===== config.mk =====
export PLATFORM = sky130hd
export DESIGN_NAME = tuner_lock_seq
export DESIGN_NICKNAME = d
export VERILOG_FILES = /design/src/rtl/tuner_lock_seq.sv
export SDC_FILE = /design/constraint.sdc
export NUM_CORES = 1
export LEC_CHECK = 0
export ABC_AREA = 0
export CAP_MARGIN = 10
export CORE_MARGIN = 2
export CORE_UTILIZATION = 50
export CTS_CLUSTER_DIAMETER = 40
export DETAILED_ROUTE_END_ITERATION = 8
export DONT_BUFFER_PORTS = 1
export GPL_TIMING_DRIVEN = 0
export PLACE_DENSITY = 0.74
export SLEW_MARGIN = 20
export SYNTH_ARGS = -nofsm -noshare
export SYNTH_HDL_FRONTEND = slang
export SYNTH_SLANG_ARGS = --single-unit

===== constraint.sdc =====
create_clock -name i_clk -period 5.75 [get_ports i_clk]
set_clock_uncertainty 0.1 [all_clocks]
set_input_delay 1.15 -clock i_clk [delete_from_list [all_inputs] [get_ports i_clk]]
set_output_delay 1.15 -clock i_clk [all_outputs]
set_load 0.02 [all_outputs]

===== src/rtl/tuner_lock_seq.sv =====
// rtl/tuner_lock_seq.sv - search-then-lock sequencer for a ring tuner
// Drives a peak search, locks to a chosen peak, and resumes or re-searches on lock loss.
module tuner_lock_seq #(
  parameter int DAC_WIDTH  = 8,
  parameter int ADC_WIDTH  = 8,
  parameter int NUM_TARGET = 4,
  localparam int SEL_W     = (NUM_TARGET > 1) ? $clog2(NUM_TARGET) : 1,
  localparam int CNT_W     = SEL_W + 1
) (
  input  logic                                 i_clk,
  input  logic                                 i_rst_n,
  input  logic                                 i_start,
  input  logic                                 i_abort,
  input  logic [SEL_W-1:0]                     i_cfg_peak_sel,
  input  logic [3:0]                           i_cfg_retry_max,
  output logic                                 o_search_trig_val,
  input  logic                                 i_search_trig_rdy,
  input  logic                                 i_search_peaks_val,
  output logic                                 o_search_peaks_rdy,
  input  logic [NUM_TARGET-1:0][DAC_WIDTH-1:0] i_search_ring_tune_peaks,
  input  logic [NUM_TARGET-1:0][ADC_WIDTH-1:0] i_search_pwr_peaks,
  input  logic [CNT_W-1:0]                     i_search_peaks_cnt,
  output logic                                 o_lock_trig_val,
  input  logic                                 i_lock_trig_rdy,
  input  logic                                 i_lock_intr_val,
  output logic                                 o_lock_intr_rdy,
  output logic                                 o_lock_resume_val,
  input  logic                                 i_lock_resume_rdy,
  output logic [DAC_WIDTH-1:0]                 o_cfg_ring_tune_peak,
  output logic [ADC_WIDTH-1:0]                 o_cfg_pwr_peak,
  output logic [2:0]                           o_state,
  output logic                                 o_locked,
  output logic                                 o_err,
  output logic [3:0]                           o_retry_cnt,
  output logic [3:0]                           o_intr_cnt
);

  typedef enum logic [2:0] {
    IDLE   = 3'd0,
    S_TRIG = 3'd1,
    S_WAIT = 3'd2,
    L_TRIG = 3'd3,
    LOCKED = 3'd4,
    RESUME = 3'd5,
    ERR    = 3'd6
  } state_t;

  state_t state, next_state;

  logic clr_all, inc_retry, set_err, clr_intr, inc_intr, capture, fail;
  logic peak_valid;
  logic search_trig_val_d, search_peaks_rdy_d, lock_trig_val_d;
  logic lock_intr_rdy_d, lock_resume_val_d, locked_d;

  assign peak_valid = ({1'b0, i_cfg_peak_sel} < i_search_peaks_cnt);
  assign o_state    = state;

  // Handshake outputs are flops loaded from next_state, so they carry no input-to-output path.
  always_ff @(posedge i_clk or negedge i_rst_n) begin
    if (!i_rst_n) begin
      state                <= IDLE;
      o_search_trig_val    <= 1'b0;
      o_search_peaks_rdy   <= 1'b0;
      o_lock_trig_val      <= 1'b0;
      o_lock_intr_rdy      <= 1'b0;
      o_lock_resume_val    <= 1'b0;
      o_locked             <= 1'b0;
      o_err                <= 1'b0;
      o_retry_cnt          <= 4'd0;
      o_intr_cnt           <= 4'd0;
      o_cfg_ring_tune_peak <= '0;
      o_cfg_pwr_peak       <= '0;
    end else begin
      state              <= next_state;
      o_search_trig_val  <= search_trig_val_d;
      o_search_peaks_rdy <= search_peaks_rdy_d;
      o_lock_trig_val    <= lock_trig_val_d;
      o_lock_intr_rdy    <= lock_intr_rdy_d;
      o_lock_resume_val  <= lock_resume_val_d;
      o_locked           <= locked_d;
      if (clr_all) begin
        o_retry_cnt <= 4'd0;
        o_intr_cnt  <= 4'd0;
        o_err       <= 1'b0;
      end
      if (inc_retry) o_retry_cnt <= o_retry_cnt + 4'd1;
      if (set_err) o_err <= 1'b1;
      if (clr_intr) o_intr_cnt <= 4'd0;
      if (inc_intr && (o_intr_cnt != 4'hf)) o_intr_cnt <= o_intr_cnt + 4'd1;
      if (capture) begin
        o_cfg_ring_tune_peak <= i_search_ring_tune_peaks[i_cfg_peak_sel];
        o_cfg_pwr_peak       <= i_search_pwr_peaks[i_cfg_peak_sel];
      end
    end
  end

  always_comb begin
    next_state = state;
    clr_all    = 1'b0;
    inc_retry  = 1'b0;
    set_err    = 1'b0;
    clr_intr   = 1'b0;
    inc_intr   = 1'b0;
    capture    = 1'b0;
    fail       = 1'b0;
    case (state)
      IDLE, ERR: begin
        if (i_start) begin
          clr_all    = 1'b1;
          next_state = S_TRIG;
        end
      end
      S_TRIG: if (i_search_trig_rdy) next_state = S_WAIT;
      S_WAIT: begin
        if (i_search_peaks_val) begin
          if (peak_valid) begin
            capture    = 1'b1;
            next_state = L_TRIG;
          end else begin
            fail = 1'b1;
          end
        end
      end
      L_TRIG: begin
        if (i_lock_trig_rdy) begin
          clr_intr   = 1'b1;
          next_state = LOCKED;
        end
      end
      LOCKED: begin
        if (i_lock_intr_val) begin
          inc_intr = 1'b1;
          if (o_intr_cnt < i_cfg_retry_max) next_state = RESUME;
          else fail = 1'b1;
        end
      end
      RESUME: if (i_lock_resume_rdy) next_state = LOCKED;
      default: next_state = IDLE;
    endcase
    // A failed search spends one retry, or ends in ERR once the budget is used up.
    if (fail) begin
      if (o_retry_cnt < i_cfg_retry_max) begin
        inc_retry  = 1'b1;
        next_state = S_TRIG;
      end else begin
        set_err    = 1'b1;
        next_state = ERR;
      end
    end
    if (i_abort) begin
      next_state = IDLE;
      clr_all    = 1'b0;
      inc_retry  = 1'b0;
      set_err    = 1'b0;
      clr_intr   = 1'b0;
      inc_intr   = 1'b0;
      capture    = 1'b0;
    end
  end

  always_comb begin
    search_trig_val_d  = (next_state == S_TRIG);
    search_peaks_rdy_d = (next_state == S_WAIT);
    lock_trig_val_d    = (next_state == L_TRIG);
    lock_intr_rdy_d    = (next_state == LOCKED);
    lock_resume_val_d  = (next_state == RESUME);
    locked_d           = (next_state == LOCKED);
  end

endmodule


# After elaboration in Yosys (flattened, before gate mapping)
# Cells that the tools add are included.
# classes
mul	0
reduce_logical	6
n_mux	46
shifts	0
n_eq_ne	12
n_div	0
n_addsub	2
magnitude_cmp	4
bitwise_logic	0
# op_table
operator	count
two-way mux 3 bit	11
binary-select mux 8 bit (select 2 bit)	2
two-way mux 1 bit	25
one-hot mux 3 bit (6 select lines)	1
two-way mux 4 bit	4
two-way mux 8 bit	2
== test 3 bit, second input constant	5
== test 3 x 2 -> 1 bit, second input constant	4
adder 4 x 1 -> 4 bit, second input constant	2
less-than comparator 4 bit	2
== test 3 x 1 -> 1 bit, second input constant	2
!= test 4 bit, second input constant	1
nonzero test 2 bit	2
logical NOT 3 bit	1
less-than comparator 2 x 3 -> 1 bit	1
less-than comparator 2 x 3 -> 1 bit, second input constant	1
nonzero test 3 bit	1
one-hot mux 1 bit (2 select lines)	1
OR reduction 2 bit	1
logical AND 1 bit	1
# word_totals
mem_bits_rw	0
latch_bits	0
romBits	0
mem_count	0
reg_bits	33
wordCells	81
output_inout_bits	34

# Longest topological paths before layout
# Gate-level depths: netlist of run 1.
# logic_depth
word_depth	7
mapped_depth	8

# Worst setup path after synthesis of run 1
# No wires, ideal clock.
# synth_path
path_type	input port to flip-flop
from	input i_cfg_peak_sel[0]
to	register o_cfg_pwr_peak[0]
stages	4
setup_ns	0.128
n_path_buf	2
setup_slack_ns	2.780
arrival_time_ns	2.742
cell_sequence	buf_2 > buf_1 > mux4_2 > mux2_1
# synth_between
elab_chain_cells	5
word_cells_on_any_way	7
classes_between	order compare (1); mux (6)
# synth_lines
element	line_no	source
start: declaration	14	input logic [SEL_W-1:0] i_cfg_peak_sel,
less-than comparator 2 x 3 -> 1 bit	55	assign peak_valid = ({1'b0, i_cfg_peak_sel} < i_search_peaks_cnt);
two-way mux 1 bit	116	if (peak_valid) begin
two-way mux 1 bit	115	if (i_search_peaks_val) begin
two-way mux 1 bit	106	case (state)
two-way mux 1 bit	150	if (i_abort) begin
end signal: assignment	92	o_cfg_pwr_peak <= i_search_pwr_peaks[i_cfg_peak_sel];
end: declaration	30	output logic [ADC_WIDTH-1:0] o_cfg_pwr_peak,
# Parallel ways exist; a longest one is shown, timed or not. The select of a mux whose other input is x is not followed.
# A chain may end at the register's enable or synchronous reset.

# Worst setup path in the final report of run 1
# layout_path
from	input i_cfg_peak_sel[0]
to	register o_cfg_ring_tune_peak[6]
# layout_between
elab_chain_cells	5
word_cells_on_any_way	7
classes_between	order compare (1); mux (6)
# layout_lines
element	line_no	source
less-than comparator 2 x 3 -> 1 bit	55	
two-way mux 1 bit	116	
two-way mux 1 bit	115	
two-way mux 1 bit	106	
two-way mux 1 bit	150	
end signal: assignment	91	o_cfg_ring_tune_peak <= i_search_ring_tune_peaks[i_cfg_peak_sel];
end: declaration	29	output logic [DAC_WIDTH-1:0] o_cfg_ring_tune_peak,
# Parallel ways exist; a longest one is shown, timed or not. The select of a mux whose other input is x is not followed.

==> results.json, run 1 <==
{
  "largest_area_contributor_in_the_netlist": "sky130_fd_sc_hd__dfrtp_1",
  "rsz0062_at_grt": "false",
  "postRouteAntennaNets": 0,
  "synth_cell_type_count": 47,
  "synth_warnings": 0,
  "met2_wirelength_mm": 2.701,
  "global_route_wire_length_before_repair_mm": 8.397,
  "drv_cap": 0,
  "clock_path_buffers": 2,
  "clk_pin_slew_ns": 0.07,
  "tightest_slew_ns": 0.7727,
  "grt_antenna_before_repair": 0,
  "most_common_cell_in_the_synthesized_netlist": "sky130_fd_sc_hd__dfrtp_1",
  "multiInputGateArea_mm2": 0.001220,
  "synth-main-ff-cell": "sky130_fd_sc_hd__dfrtp_1",
  "power.share.combinational": 0.184,
  "multiplexer_share_of_the_synthesized_area": 0.2609,
  "wl_met3_um": 470,
  "power.internal_uw": 507.0,
  "totalWireLength_mm": 5.185,
  "critPathMaxFanout": 10,
  "report.final.slew_viol_count": 0,
  "endpoint_of_the_worst_register_to_register_path": "o_lock_resume_val",
  "period_share": 0.5129,
  "worst_r2r_startpoint": "o_state[2]",
  "net-switching-power_uw": 271.8,
  "vias": 1599,
  "p_sw_frac": 0.3490,
  "cts_max_level": 2,
  "pwr-share-seq": 0.529,
  "worstSkewPairLatency_ns": 0.28,
  "status": "completed",
  "grt_start_max_net_pins": 34,
  "synth-xor-area-share": 0.008154,
  "synth.cells.most_frequent": "33 x sky130_fd_sc_hd__dfrtp_1, 16 x sky130_fd_sc_hd__mux2_1, 16 x sky130_fd_sc_hd__mux4_2",
  "synthesis.area_mm2": 0.002148,
  "hold-worst-slack_ns": 0.4584,
  "drcViolationCount": 0,
  "core-area_mm2": 0.004058,
  "area.growth.synth_to_final_pct": 8.328,
  "routed_via_density": 6.690,
  "synth_fa_ha_area_frac": 0.05242,
  "p_leak_nw": 0.9959,
  "cts_setup_buffers": 0,
  "synth-compound-area-share": 0.1322,
  "pin_count": 116,
  "number_of_flops_mapped_to_enable_cells_by_yosys": 0,
  "ctsHoldBuffers": 0,
  "postCtsResizedCells": 0,
  "ys_top_cells_by_area": "sky130_fd_sc_hd__dfrtp_1 38%, sky130_fd_sc_hd__mux4_2 17%, sky130_fd_sc_hd__mux2_1 8.4%, sky130_fd_sc_hd__ha_1 5.2%, sky130_fd_sc_hd__a21oi_1 2.8%",
  "irDropWorstVdd_uv": 161.9,
  "worst_ep_arrival_time_ns": 3.01,
  "totalNegativeSetupSlack_ns": 0,
  "synth_sequential_area_ratio": 0.3844,
  "power.total_uw": 778.8,
  "async_reset_ff_frac": 1.000,
  "finalWeightedCongestion": 0.8742,
  "grt_use_total": 0.2223,
  "syn_avg_cell_area_um2": 11.87,
  "worst_reg2reg_setup_slack_ns": 3.36,
  "design.final.nets": 279,
  "route.top_layer_used": "met4",
  "buffer_ports.inserted": 0,
  "dr.pass1.iters": 4,
  "detail_route.iter0.violations": 60,
  "timing.final.hold_violations": 0,
  "cts-root-buf": "sky130_fd_sc_hd__clkbuf_8",
  "antennaDiodeCount": 0,
  "rows": 23,
  "end_kind": "register",
  "area_taken_by_flip_flops_and_latches_um2": 825.8,
  "dominant_combinational_cell_family_by_area_after_synthesis": "multiplexers",
  "clock_tree_from_tritoncts": "built",
  "floorplan.initialDensity": 0.5294,
  "met1_wirelength_mm": 1.906,
  "synth_simple_gate_area_share": 0.1142,
  "reg2regPathDepth": 6,
  "post_route_cells_drive_above_1_share": 0.1852,
  "setup_viol": 0,
  "synth_nets": 272,
  "max-slew-margin-rel": 0.4849,
  "clock_power_share": 0.288,
  "top_cell_type_s_share_of_synthesized_area": 0.3844,
  "crit_path_start_kind": "primary input",
  "fin_crit_ns": 2.949,
  "ys_seq_elements": 33,
  "dieArea_mm2": 0.004837,
  "post_synth_inst_count": 181,
  "n_fill_cell": 327,
  "dp_hpwl_mm": 4.147,
  "die_height_um": 69.55,
  "power.density_mw_per_mm2": 334.7,
  "max_clock_freq_mhz": 339.1,
  "worstHoldPathType": "in -> async",
  "worstPathRequired_ns": 5.81,
  "critical_path_class": "in -> reg",
  "overflow": 0,
  "floorplan.die.width_um": 69.55,
  "numClockSinks": 33,
  "wl_per_cell_um": 21.69,
  "grt_pass1_vias": 1601,
  "number_of_buffers_inserted_during_clock_tree_synthesis": 5
}
## final cells by class
cell class / instances / share of cell area
inverters: 11 / 0.01774
flip-flops and latches: 33 / 0.3548
multi-input cells: 125 / 0.5242
well taps: 50 / 0.02688
clock inverters: 1 / 0.01290
plain buffers: 12 / 0.02634
clock buffers: 7 / 0.03710
## cells in the final DEF (no fill, tap or decap), types with 2 or more instances in the layout
cell type                  synthesis  layout
sky130_fd_sc_hd__a21oi_1          12      12
sky130_fd_sc_hd__buf_1             2       2
sky130_fd_sc_hd__buf_4             2       2
sky130_fd_sc_hd__clkbuf_1          6       7
sky130_fd_sc_hd__clkbuf_8          0       6
sky130_fd_sc_hd__dfrtp_1          33      33
sky130_fd_sc_hd__ha_1              9       9
sky130_fd_sc_hd__inv_1            10      10
sky130_fd_sc_hd__mux2_1           16      16
sky130_fd_sc_hd__mux2i_1           2       2
sky130_fd_sc_hd__mux4_2           16      16
sky130_fd_sc_hd__nand2_1           7       7
sky130_fd_sc_hd__nand2b_1          4       4
sky130_fd_sc_hd__nand3_1           5       5
sky130_fd_sc_hd__nor2_1            4       4
sky130_fd_sc_hd__nor2b_1           2       2
sky130_fd_sc_hd__nor3_1            7       7
sky130_fd_sc_hd__nor3b_1           3       3
sky130_fd_sc_hd__o211ai_1          3       3
sky130_fd_sc_hd__o21ai_0           3       3
sky130_fd_sc_hd__o21ai_1           5       5
sky130_fd_sc_hd__o22ai_1           2       2
sky130_fd_sc_hd__o31ai_1           2       2
sky130_fd_sc_hd__xnor2_1           2       2
## cells by family (layout without fill, tap and decap cells)
logic type	count (synthesis)	in the layout
compound gates	40	40
xor+xnor	2	2
fa+ha+maj	9	9
buf+inv	23	31
flops	33	33
mux	34	34
simple gates	40	40
## power by group through the flow
stage	combinational [mW]	sequential, mW	clock, mW
2_1_floorplan	0.120	0.401	0
3_3_place_gp	0.133	0.414	0
3_5_place_dp	0.143	0.417	0
4_1_cts	0.144	0.413	0.227
5_1_grt	0.159	0.420	0.239
6_report	0.143	0.412	0.224
## sequential cells by signal, summed over array words and instances, names as in the netlist, 3 cells and up
name / count
o_cfg_ring_tune_peak: 8
o_intr_cnt: 4
o_cfg_pwr_peak: 8
o_state: 3
o_retry_cnt: 4
## layer usage
layer,vias up,global-route usage
li1,704,-
met1,789,0.2557
met2,94,0.3857
met3,12,0.06977
met4,0,0.08497
met5,-,0
## stage by stage
step	std cells	util	instance area [um2]	setup WS (ns)
after CTS	239	0.5735	2327	2.758
after global routing	239	0.5735	2327	2.623
after global placement	231	0.5449	2211	2.562
final	239	0.5735	2327	2.801
after floorplan	181	-	2148	2.780
after detailed placement	231	0.5449	2211	2.467
## worst max path at each step
stage | from | end | slack [ns] | cells past startpoint
finish | i_cfg_peak_sel[0] | o_cfg_ring_tune_peak[6] | 2.80 | 7
global route | i_cfg_peak_sel[0] | o_cfg_ring_tune_peak[7] | 2.62 | 7
CTS | i_cfg_peak_sel[0] | o_cfg_ring_tune_peak[6] | 2.76 | 7
detailed placement | i_cfg_peak_sel[0] | o_cfg_ring_tune_peak[6] | 2.47 | 7
global placement | i_cfg_peak_sel[0] | o_cfg_ring_tune_peak[5] | 2.56 | 7
floorplan | i_cfg_peak_sel[0] | o_cfg_pwr_peak[0] | 2.78 | 4
## critical path: stages
cell                       delay [ns]
sky130_fd_sc_hd__buf_2           0.22
sky130_fd_sc_hd__nor3b_1         0.11
sky130_fd_sc_hd__o31ai_1         0.42
sky130_fd_sc_hd__nand2b_1        0.16
sky130_fd_sc_hd__clkbuf_1        0.33
sky130_fd_sc_hd__buf_4           0.27
sky130_fd_sc_hd__mux2_1          0.35
Note: power is estimated with default switching activity, not from simulation.
==> run 2: changes to the inputs <==
Clock period 5.75 ns to 3.1 ns, I/O delays scaled along.
==> run 2 against run 1 <==
  * Combinational power is 93% higher
  * Wire length barely moved
  * Largest power group unchanged
  * Via count down 0.38%
  * Largest cell class unchanged
  * Non-clock buffer count increased by 1
  * Core utilization increased by 0.49 points
  * Clock power up 86%
  * Cell area rose by 0.86%
  * Register-to-register slack worse by 2.6 ns
  * Clock-buffer cell count unchanged
  * Sequential power rose by 85%
  * Global-route usage increased by 0.062 points
==> results.json, run 2 (synthesis gave the netlist of run 1 again) <==
{
  "status": "completed",
  "rows": 23,
  "final_common_cell": "sky130_fd_sc_hd__dfrtp_1",
  "area.growth.synth_to_final_pct": 9.260,
  "timing.final.hold_violations": 0,
  "drcViolationCount": 0,
  "layout_common_cells": "33 x sky130_fd_sc_hd__dfrtp_1, 16 x sky130_fd_sc_hd__mux4_2, 16 x sky130_fd_sc_hd__mux2_1",
  "largest_registers": "o_cfg_pwr_peak (8), o_cfg_ring_tune_peak (8)",
  "global_route_wire_length_before_repair_mm": 8.418,
  "overflow": 0,
  "met2_wirelength_mm": 2.709,
  "power.internal_uw": 943.0,
  "crit_path_start_kind": "primary input",
  "cts_max_level": 2,
  "power.density_mw_per_mm2": 620.4,
  "max_clock_freq_mhz": 413.6,
  "dieArea_mm2": 0.004837,
  "finalWeightedCongestion": 0.8742,
  "design.final.nets": 280,
  "numClockSinks": 33,
  "worst_path_dominant_cell_family": "buffers and inverters",
  "rsz0062_at_grt": "false",
  "clock_power_share": 0.286,
  "critical_path_class": "in -> reg",
  "ctsHoldBuffers": 1,
  "postRouteAntennaNets": 0,
  "crit_slowest_cell": "sky130_fd_sc_hd__o31ai_1",
  "postCtsResizedCells": 0,
  "totalNegativeSetupSlack_ns": 0,
  "wl_per_cell_um": 21.59,
  "wl_met3_um": 461,
  "setup_slack_ns": 0.6821,
  "buffer_ports.inserted": 0,
  "max_stage_delay_ns": 0.42,
  "cts-root-buf": "sky130_fd_sc_hd__clkbuf_8",
  "power.total_mw": 1.456,
  "clock_tree_from_tritoncts": "built",
  "worst_ep_arrival_time_ns": 2.48,
  "floorplan.die.width_um": 69.55,
  "dpl_worst_slack_ns": 0.3471,
  "final_cell_area_mm2": 0.002347,
  "route.top_layer_used": "met4",
  "end_kind": "register",
  "detail_route.iter0.violations": 77,
  "worstPathRequired_ns": 3.16,
  "cp_cell_sequence": "buf_2 -> nor3b_1 -> o31ai_1 -> nand2b_1 -> clkbuf_1 -> buf_4 -> mux2_1",
  "number_of_buffers_inserted_during_clock_tree_synthesis": 5,
  "worstSkewPairLatency_ns": 0.28,
  "critPathMaxFanout": 10,
  "met1_wirelength_mm": 1.897,
  "routed_via_density": 6.638,
  "p_leak_nw": 1.005,
  "antennaDiodeCount": 0,
  "setup_viol": 0,
  "post_route_cells_drive_above_1_share": 0.1895,
  "period_share": 0.7800,
  "grt_antenna_before_repair": 0,
  "dr.pass1.iters": 4,
  "p_sw_frac": 0.3524,
  "fin_crit_ns": 2.418,
  "report.final.slew_viol_count": 0,
  "placedCellCount": 231,
  "grt_start_max_net_pins": 34,
  "vias": 1593,
  "pwr-share-seq": 0.524,
  "clk_pin_slew_ns": 0.07,
  "worst_setup_path_startpoint": "i_cfg_peak_sel[0]",
  "fin_cells": 240,
  "totalWireLength_mm": 5.182,
  "tightest_slew_ns": 0.7701,
  "power.share.combinational": 0.190,
  "drv_cap": 0,
  "core-area_mm2": 0.004058,
  "grt_pass1_vias": 1601,
  "die_height_um": 69.55,
  "floorplan.initialDensity": 0.5294,
  "worst_r2r_startpoint": "o_state[2]",
  "crit_buf_inv": 3,
  "cts_setup_buffers": 0,
  "max-slew-margin-rel": 0.4866,
  "irDropWorstVdd_uv": 301.0,
  "clock_path_buffers": 2,
  "pin_count": 116,
  "grt_use_total": 0.2229,
  "dp_hpwl_mm": 4.147,
  "worstHoldPathType": "in -> async",
  "placement.cell_area_mm2": 0.002211,
  "net-switching-power_uw": 513.1
}
[run 2: metal layers]
layer  up-vias  GRT usage
met5         -          0
met1       783     0.2557
li1        706          -
met4         0    0.08497
met2        91     0.3868
met3        13    0.07122
[run 2: power by group through the flow]
stage	clock [mW]	combinational, mW	sequential, mW
after global routing	0.444	0.309	0.779
final	0.416	0.276	0.763
after global placement	0	0.247	0.769
after CTS	0.422	0.279	0.766
after detailed placement	0	0.265	0.774
after floorplan	0	0.222	0.743
[run 2: final cells by class]
class	instances	area, um2
Tap cell	50	62.56
Sequential cell	33	825.8
Timing Repair Buffer	1	20.02
Clock buffer	7	86.33
Inverter	11	41.29
Multi-Input combinational cell	125	1220
Buffer	12	61.31
Clock inverter	1	30.03
Fill cell	325	1710
[run 2: worst paths after layout]
| path | end | slack (ns) | depth (start not counted) |
|---|---|---|---|
| worst max register to register | o_lock_resume_val | 0.72 | 6 |
| worst min register to register | o_cfg_ring_tune_peak[3] | 0.55 | 1 |
| max in group asynchronous | o_cfg_pwr_peak[2] | 2.66 | 1 |
| min in group i_clk | o_cfg_ring_tune_peak[3] | 0.55 | 1 |
| worst min-delay path | o_cfg_ring_tune_peak[0] | 0.06 | 1 |
| worst max-delay path | o_cfg_ring_tune_peak[6] | 0.68 | 7 |
[run 2: metrics by stage]
step,hold WS [ns],utilization
finish,0.06152,0.5785
global route,0.07054,0.5785
CTS,0.06537,0.5785
detailed placement,0.2252,0.5449
global placement,0.2253,0.5449
floorplan,0.2244,-
